==> src/rtl/sm_warp_dispatch_pkg.sv <==
// sm_warp_dispatch_pkg: shared SM types and default sizes for warp dispatch
package sm_warp_dispatch_pkg;
  localparam int SM_DEPTH_WARP = 8;
  localparam int SM_NUM_WARP = SM_DEPTH_WARP;
  localparam int SM_CODE_ADDR_WIDTH = 32;
  typedef enum logic [1:0] {W_FREE, W_PEND, W_RUN, W_DONE} warp_state_e;
endpackage

==> src/rtl/sm_wid_fifo.sv <==
// sm_wid_fifo: power-of-two FIFO of warp ids, head shown combinationally
module sm_wid_fifo #(
  parameter int DEPTH = 8,
  parameter int WIDTH = 3,
  localparam int AW = $clog2(DEPTH)
) (
  input  logic             clk,
  input  logic             rst_n,
  input  logic             push_i,
  input  logic [WIDTH-1:0] data_i,
  input  logic             pop_i,
  output logic             valid_o,
  output logic [WIDTH-1:0] data_o
);
  logic [WIDTH-1:0] mem_q [DEPTH];
  logic [AW-1:0] rd_q, wr_q;
  logic [AW:0] cnt_q;
  logic push_ok, pop_ok;
  assign valid_o = cnt_q != '0;
  assign data_o = valid_o ? mem_q[rd_q] : '0;
  assign push_ok = push_i && (cnt_q != (AW+1)'(DEPTH));
  assign pop_ok = pop_i && valid_o;
  // pointers and occupancy; push and pop in one cycle both apply
  always_ff @(posedge clk or negedge rst_n) begin
    if (!rst_n) begin
      rd_q <= '0;
      wr_q <= '0;
      cnt_q <= '0;
    end else begin
      rd_q <= rd_q + AW'(pop_ok);
      wr_q <= wr_q + AW'(push_ok);
      cnt_q <= cnt_q + (AW+1)'(push_ok) - (AW+1)'(pop_ok);
    end
  end
  // storage needs no reset: data_o is masked while empty
  always_ff @(posedge clk) begin
    if (push_ok) mem_q[wr_q] <= data_i;
  end
endmodule

==> src/rtl/sm_warp_dispatch.sv <==
// sm_warp_dispatch: warp slot allocator/launcher/completion queue; SM_WARP_DISPATCH_RR_EN selects round-robin allocation
module sm_warp_dispatch
  import sm_warp_dispatch_pkg::*;
#(
  parameter int NUM_WARP = SM_NUM_WARP,
  parameter int CODE_ADDR_WIDTH = SM_CODE_ADDR_WIDTH,
  localparam int WID_W = $clog2(NUM_WARP)
) (
  input  logic                       clk,
  input  logic                       rst_n,
  input  logic                       tpc_req_valid_i,
  output logic                       tpc_req_ready_o,
  input  logic [CODE_ADDR_WIDTH-1:0] tpc_req_start_addr_i,
  output logic                       tpc_rsp_valid_o,
  input  logic                       tpc_rsp_ready_i,
  output logic [WID_W-1:0]           tpc_rsp_wid_o,
  output logic                       warp_launch_valid_o,
  input  logic                       warp_launch_ready_i,
  output logic [WID_W-1:0]           warp_launch_wid_o,
  output logic [CODE_ADDR_WIDTH-1:0] warp_launch_addr_o,
  input  logic                       warp_done_valid_i,
  input  logic [WID_W-1:0]           warp_done_wid_i,
  output logic [NUM_WARP-1:0]        warp_active_o
);
  warp_state_e state_q [NUM_WARP];
  warp_state_e state_d [NUM_WARP];
  logic lv_q, lv_d;
  logic [WID_W-1:0] lwid_q, lwid_d, sel;
  logic [CODE_ADDR_WIDTH-1:0] laddr_q, laddr_d;
  logic any_free, req_fire, launch_fire, done_hit, rsp_fire;
`ifdef SM_WARP_DISPATCH_RR_EN
  logic [WID_W-1:0] ptr_q, ptr_d;
  // first FREE slot after the last allocated one, wrapping; ptr itself is checked last
  always_comb begin
    any_free = 1'b0;
    sel = '0;
    for (int k = NUM_WARP; k >= 1; k--)
      if (state_q[ptr_q + WID_W'(k)] == W_FREE) begin
        any_free = 1'b1;
        sel = ptr_q + WID_W'(k);
      end
    ptr_d = req_fire ? sel : ptr_q;
  end
  // allocation pointer starts so that slot 0 is searched first
  always_ff @(posedge clk or negedge rst_n) begin
    if (!rst_n) ptr_q <= WID_W'(NUM_WARP - 1);
    else ptr_q <= ptr_d;
  end
`else
  // lowest-index FREE slot
  always_comb begin
    any_free = 1'b0;
    sel = '0;
    for (int i = NUM_WARP - 1; i >= 0; i--)
      if (state_q[i] == W_FREE) begin
        any_free = 1'b1;
        sel = WID_W'(i);
      end
  end
`endif
  assign tpc_req_ready_o = rst_n & any_free & (~lv_q | warp_launch_ready_i);
  assign req_fire = tpc_req_valid_i & tpc_req_ready_o;
  assign launch_fire = lv_q & warp_launch_ready_i;
  assign done_hit = warp_done_valid_i & (state_q[warp_done_wid_i] == W_RUN);
  assign rsp_fire = tpc_rsp_valid_o & tpc_rsp_ready_i;
  assign warp_launch_valid_o = lv_q;
  assign warp_launch_wid_o = lwid_q;
  assign warp_launch_addr_o = laddr_q;
  // per-slot next state; the four events always target distinct slots
  always_comb begin
    for (int i = 0; i < NUM_WARP; i++)
      state_d[i] = (req_fire && sel == WID_W'(i)) ? W_PEND :
                   (launch_fire && lwid_q == WID_W'(i)) ? W_RUN :
                   (done_hit && warp_done_wid_i == WID_W'(i)) ? W_DONE :
                   (rsp_fire && tpc_rsp_wid_o == WID_W'(i)) ? W_FREE : state_q[i];
    lv_d = req_fire | (lv_q & ~warp_launch_ready_i);
    lwid_d = req_fire ? sel : lwid_q;
    laddr_d = req_fire ? tpc_req_start_addr_i : laddr_q;
  end
  // slot states and launch register
  always_ff @(posedge clk or negedge rst_n) begin
    if (!rst_n) begin
      for (int i = 0; i < NUM_WARP; i++) state_q[i] <= W_FREE;
      lv_q <= 1'b0;
      lwid_q <= '0;
      laddr_q <= '0;
    end else begin
      state_q <= state_d;
      lv_q <= lv_d;
      lwid_q <= lwid_d;
      laddr_q <= laddr_d;
    end
  end
  // active map: any slot not FREE
  always_comb begin
    for (int i = 0; i < NUM_WARP; i++) warp_active_o[i] = state_q[i] != W_FREE;
  end
  sm_wid_fifo #(.DEPTH(NUM_WARP), .WIDTH(WID_W)) u_rsp_fifo (
    .clk(clk),
    .rst_n(rst_n),
    .push_i(done_hit),
    .data_i(warp_done_wid_i),
    .pop_i(rsp_fire),
    .valid_o(tpc_rsp_valid_o),
    .data_o(tpc_rsp_wid_o)
  );
endmodule

==> config.mk <==
export PLATFORM = sky130hd
export DESIGN_NAME = sm_warp_dispatch
export DESIGN_NICKNAME = d
export VERILOG_FILES = /design/src/rtl/sm_warp_dispatch_pkg.sv /design/src/rtl/sm_wid_fifo.sv /design/src/rtl/sm_warp_dispatch.sv
export SDC_FILE = /design/constraint.sdc
export NUM_CORES = 1
export LEC_CHECK = 0
export CORE_ASPECT_RATIO = 2
export CORE_MARGIN = 2
export CORE_UTILIZATION = 46
export DETAILED_ROUTE_END_ITERATION = 8
export HOLD_SLACK_MARGIN = 0.05
export PLACE_DENSITY_LB_ADDON = 0.15
export SLEW_MARGIN = 20
export SYNTH_ARGS = -nofsm -noshare
export SYNTH_HDL_FRONTEND = slang
export SYNTH_SLANG_ARGS = --single-unit
==> constraint.sdc <==
create_clock -name clk -period 2 [get_ports clk]
set_input_delay 0.2 -clock clk [delete_from_list [all_inputs] [get_ports clk]]
set_output_delay 0.2 -clock clk [all_outputs]
set_load 0.01 [all_outputs]
-- Word level (Yosys, flattened, before mapping)
Memories as Yosys holds them, arrays and structs flattened.
Index checks and enable logic that the tools add are counted.
W data, S select, Z words.
- add/subtract/negate cells: 4
- order comparisons: 1
- equal/unequal tests: 30
- muxes and demuxes: 54
- bitwise operators: 12
- reductions and logical operators: 63
- operator list (kind ; number):
    $mux W2 ; 34
    $eq A3 B3 Y1 const B ; 16
    $reduce_bool A4 Y1 ; 9
    $logic_and A1 B1 Y1 ; 34
    $mux W3 ; 9
    $eq A3 B2 Y1 const B ; 8
    $logic_not A2 Y1 ; 8
    $reduce_bool A2 Y1 ; 8
    $eq A3 B1 Y1 const B ; 4
    $logic_not A3 Y1 ; 4
    $mux W1 ; 10
    $and A1 B1 Y1 ; 7
    $add A3 B1 Y3 ; 2
    $bmux W2 S3 ; 1
    $add A4 B1 Y4 ; 1
    $ge A4 B4 Y1 const B ; 1
    $ne A4 B4 Y1 const B ; 1
    $not A3 Y4 ; 1
    $sub A4 B1 Y4 ; 1
    $eq A2 B2 Y1 const B ; 1
    $not A1 Y1 ; 2
    $or A1 B1 Y1 ; 2
- flip-flop bits (word level): 62
- bits in writable memories: 24
- bits of input ports: 41
- output and inout bits: 49
- logic and storage cells: 179
- memories kept: 1
- memory list (name ; words ; width ; read ports ; clocked after Yosys merged registers in ; write ports ; RTL line ; RTL):
    u_rsp_fifo.mem_q ; 8 ; 3 ; 1 ; 0 ; 1 ; sm_wid_fifo.sv:15 ; logic [WIDTH-1:0] mem_q [DEPTH];

-- Depth between registers and ports, before layout
- depth in word-level cells: 14
- gate-level depth with buffers: 10
- mapped depth without buffers: 10

-- Cells and area by module
A second synthesis with hierarchy kept.
- cell total of the unflattened synthesis: 338
- area total of the unflattened synthesis: 4262.8 um2
- modules (own cells, without submodules) (module ; instances ; cells each ; area an instance (um2) ; sequential area each (um2)):
    sm_warp_dispatch ; 1 ; 231 ; 2742.6 ; 1301.2
    sm_wid_fifo ; 1 ; 107 ; 1520.2 ; 970.9

-- Worst setup path after synthesis
No wires, ideal clock.
- path type: reg-to-reg
- from: reg u_rsp_fifo.cnt_q[2]
- to: reg u_rsp_fifo.cnt_q[2]
- setup time: 123 ps
- data arrival time: 2076 ps
- data required time: 1877 ps
- path slack: -198 ps
- cell stages (with the launch flop): 11
- path buffers: 0
- clock period less this slack: 2198 ps
- cell sequence: dfrtp_1 -> inv_1 -> ha_1 -> nor3b_1 -> nor2b_1 -> ha_1 -> inv_1 -> ha_1 -> inv_1 -> fa_1 -> xnor2_1
- cells in the longest elaborated chain, start to end: 4
- elaborated cells on any way between the ends: 7
- classes of those cells: 2 x add/sub; 1 x eq/ne; 1 x bitwise; 3 x reduce/logical
- ends and longest elaborated chain (element ; RTL line ; RTL):
    start: declaration ; sm_wid_fifo.sv:17 ; logic [AW:0] cnt_q;
    start signal: assignment ; sm_wid_fifo.sv:32 ; cnt_q <= cnt_q + (AW+1)'(push_ok) - (AW+1)'(pop_ok);
    $ne A4 B4 Y1 / $reduce_bool A4 Y1 (equally long branches) ; sm_wid_fifo.sv:21, sm_wid_fifo.sv:19 ;
    $logic_and A1 B1 Y1 / $and A1 B1 Y1 (equally long branches) ; sm_wid_fifo.sv:21, sm_warp_dispatch.sv:65 ;
    $add A4 B1 Y4 / $logic_and A1 B1 Y1 (equally long branches) ; sm_wid_fifo.sv:32, sm_wid_fifo.sv:22 ;
    $sub A4 B1 Y4 (*) ; sm_wid_fifo.sv:32 ;
Mark *: on every way between the ends. The rest lies on a longest branch, timed or not.
A chain may end at the register's enable or synchronous reset.

-- Final worst setup path
- from: reg state_q[4] (netlist bit)
- to: reg u_rsp_fifo.cnt_q[1]
- cells in the longest elaborated chain, start to end: 8
- ends and longest elaborated chain (element ; RTL line ; RTL):
    start: declaration ; sm_warp_dispatch.sv:25 ; warp_state_e state_q [NUM_WARP];
    start signal: assignment ; sm_warp_dispatch.sv:88 ; state_q <= state_d;
    $bmux W2 S3 ; sm_warp_dispatch.sv:64 ; assign done_hit = warp_done_valid_i & (state_q[warp_done_wid_i] == W_RUN);
    $mux W2 (implied by the code) (2 in series) ; sm_warp_dispatch.sv:64 ;
    $eq A2 B2 Y1 ; sm_warp_dispatch.sv:64 ;
    $and A1 B1 Y1 ; sm_warp_dispatch.sv:64 ;
    $logic_and A1 B1 Y1 ; sm_wid_fifo.sv:21 ; assign push_ok = push_i && (cnt_q != (AW+1)'(DEPTH));
    $add A4 B1 Y4 ; sm_wid_fifo.sv:32 ;
    $sub A4 B1 Y4 ; sm_wid_fifo.sv:32 ;
Every way passes these cells. The select of a mux whose other input is x is not followed.

==> run summary <==
Outcome -> complete, but fails checks
Failing checks -> setup timing
Die H -> 138.7 um
Initial antenna violation count -> 0
Area Overhead vs Synth -> 55.28%
Antenna Cells -> 0
Largest area contributor in the netlist -> dfrtp_1
Net switching power -> 3.169 mW
Post-Route WL -> 12020 um
Combined flip-flop and latch cell area -> 0.002280 mm2
Clock Power Share -> 20.2%
DR DRC count -> 0
Clock latency on the worst-skew pair -> 340 ps
TritonCTS clock tree -> done
Crit path DAT -> 2420 ps
Crit path time final -> 2190 ps
1st-pass router iterations -> 8
Share of layout cells above drive strength 1 -> 37.30%
Int Pwr -> 5.656 mW
Period utilization -> 109.5%
Fill count -> 631
Multi-input gate area -> 0.002190 mm2
Maximum clock rate -> 456.6 MHz
Critical path class -> flip-flop to flip-flop
VDD IR-drop max -> 0.7614 mV
Largest net degree at the start of global routing -> 61
Final Non-Filler Cells -> 598
Antenna viol nets, final -> 0
RSZ-0062 raised after global routing -> yes
Clock sink count -> 86
EDFF count, synth -> 24
Critical Path RT -> 2230 ps
Sw Ratio -> 35.91%
Final setup fails -> 33
Final Hold Viols -> 0
Nets@finish -> 543
Most used DFF post-synth -> dfrtp_1
Sequential area share after synthesis -> 54.44%
Clock-pin slew on the worst setup and hold paths -> 60 ps
DR vias/cell -> 5.737
Area contributors post-synth -> dfrtp_1 (37%), edfxtp_1 (17%), mux2_1 (7.3%), ha_1 (3.0%), mux4_2 (2.7%)
Via count -> 3431
Synth Register Bits -> 86
CP max FO -> 3
Crit. End Element -> flip-flop
Routed WL per cell -> 20.10 um
Slew of the pin with the lowest slew margin -> 794.3 ps
Detailed placement HPWL -> 8326 um
Power per cell area -> 1362 mW/mm2
Mapped Avg Cell Area -> 12.53 um2
Slew headroom -> 47.05%
Synth unique cells -> 61
Comb power frac -> 47.8%
Gate Count Post-Synth -> 333
Most frequent cells after synthesis -> dfrtp_1 (62), mux2_1 (27), edfxtp_1 (24)
DP Area -> 0.005544 mm2
Seq pwr share -> 32.0%
Port bufs -> 89
Crit path launch type -> flip-flop
Grt total ovfl -> 0
GRT Util Overall -> 24.19%
Post-Syn Nets -> 385
Initial drt markers -> 155
Layout Skew -> 6.519 ps
Number of global-route vias before repair -> 3658
H-tree levels -> 3
Final worst slack -> -189.9 ps
Die ar. -> 0.009898 mm2
Total I/O pin count -> 90
Hold Path Class -> primary input to asynchronous set/reset pin
Flop-to-flop setup slack -> -190 ps
Max Cap Viol -> 0
Max Slew Vio Count -> 0
Die Width -> 71.36 um
Site Rows -> 49
Worst-case clock buffer depth -> 2
Root Buffer -> clkbuf_16
Most frequent cell after synthesis -> dfrtp_1
Tot Pwr -> 8.826 mW
Synth warnings -> 0
Area share of the largest cell type after synthesis -> 37.17%
P_leak -> 2.691 nW
Core footprint -> 0.008890 mm2
Initial Utilization -> 46.95%
Placed Cells -> 564
First-pass GRT wire length -> 18080 um
FFs w/ async S/R, synth -> 72.09%
CTS Buf Count -> 9
Mapped Area -> 0.004174 mm2
Gp weighted congestion -> 0.9471
Post-route cell area -> 0.006481 mm2
cells by family after synthesis:
kind of cell               synth area share (%)
and+or+nand+nor                           14.36
DFF                                       54.44
AOI/OAI and AO/OA                         9.534
muxes                                     13.91
buffers and inverters                     3.447
adders and majority gates                 3.477
xor gates and xnor gates                 0.8395
layer usage:
metal	GRT usage (%)	part of all wire, %	wire [um]
met5	0	0	0
met4	14.90	4.4	523
met2	45.86	60	7166
met1	22.51	32	3891
met3	4.506	3.7	439
per-stage QoR:
step                worst slack (ps)  TNS [ps]  util (%)  hold WS, ps
finish                        -189.9     -2320     72.91        219.7
global route                  -238.3     -4953     72.91        214.3
CTS                           -192.0     -3207     68.70        209.5
detailed placement            -491.0    -14510     62.36        35.72
global placement              -476.2    -12310     62.36        34.36
floorplan                     -150.2     -1073         -       -95.59
placed cells by master (no fill, tap or decap), types with 5 or more instances in the layout:
cell type | synthesis | routed
a21oi_1 | 8 | 7
nand2b_1 | 11 | 7
nor2_1 | 22 | 18
dfrtp_2 | 0 | 6
or3_1 | 5 | 5
mux4_2 | 5 | 5
clkdlybuf4s50_1 | 0 | 80
nand3_1 | 8 | 6
mux2_4 | 0 | 22
nor2b_1 | 9 | 8
nor3_1 | 9 | 7
nand2_1 | 18 | 16
clkbuf_16 | 0 | 11
mux2_1 | 27 | 9
buf_4 | 1 | 51
inv_1 | 18 | 15
buf_6 | 4 | 12
edfxtp_1 | 24 | 24
dfrtp_1 | 62 | 56
o21ai_0 | 6 | 5
ha_1 | 10 | 5
sequential cells by signal, indices dropped and copies added, names as in the netlist:
| name | flops |
|---|---|
| warp_launch_addr_o | 32 |
| u_rsp_fifo.mem_q | 24 |
| warp_launch_valid_o | 1 |
| warp_launch_wid_o | 3 |
| u_rsp_fifo.rd_q | 3 |
| u_rsp_fifo.cnt_q | 4 |
| u_rsp_fifo.wr_q | 3 |
| state_q | 16 |
path summary, 6_finish.rpt:
path,startpoint,end,depth (start not counted)
worst max-delay path,state_q[4],u_rsp_fifo.cnt_q[1],9
worst min-delay path,rst_n,warp_launch_addr_o[4],2
worst max register to register,state_q[4],u_rsp_fifo.cnt_q[1],9
worst min register to register,warp_launch_addr_o[27],warp_launch_addr_o[27],1
max in group asynchronous,rst_n,state_q[10],3
min in group clk,tpc_req_start_addr_i[28],warp_launch_addr_o[28],2
critical path, cell delays in order, from the launching register on:
cell	delay, ps
dfrtp_1	380
nand2b_1	160
mux4_2	470
nand2_2	110
o2111ai_4	130
inv_2	120
ha_4	140
inv_2	30
fa_2	510
inv_2	30
repair_timing:
item | 4_1_cts | 5_1_grt
setup buffers | 8 | 8
cloned | 1 | 2
hold buffers | 1 | 0
pin swaps | 10 | 16
endpoints found under the hold margin | 2 | 0
resized for setup | 50 | 66
endpoints found under the setup margin | 69 | 63
power groups by stage:
| stage | registers, mW | logic [mW] | clock network, mW |
|---|---|---|---|
| after global routing | 2.87 | 4.52 | 1.88 |
| after floorplan | 2.61 | 1.85 | 0 |
| after detailed placement | 2.74 | 3.38 | 0 |
| after CTS | 2.75 | 3.78 | 1.80 |
| after global placement | 2.70 | 3.30 | 0 |
| final | 2.83 | 4.22 | 1.79 |
area by class of cell:
type / count / area share, %
tap: 102 / 1.969
clock buffer: 11 / 3.591
inverter: 19 / 1.100
clock inverter: 5 / 1.274
timing repair buffer: 157 / 23.11
multi-input combinational: 218 / 33.78
sequential: 86 / 35.17
Note: power is estimated with default switching activity, not from simulation.
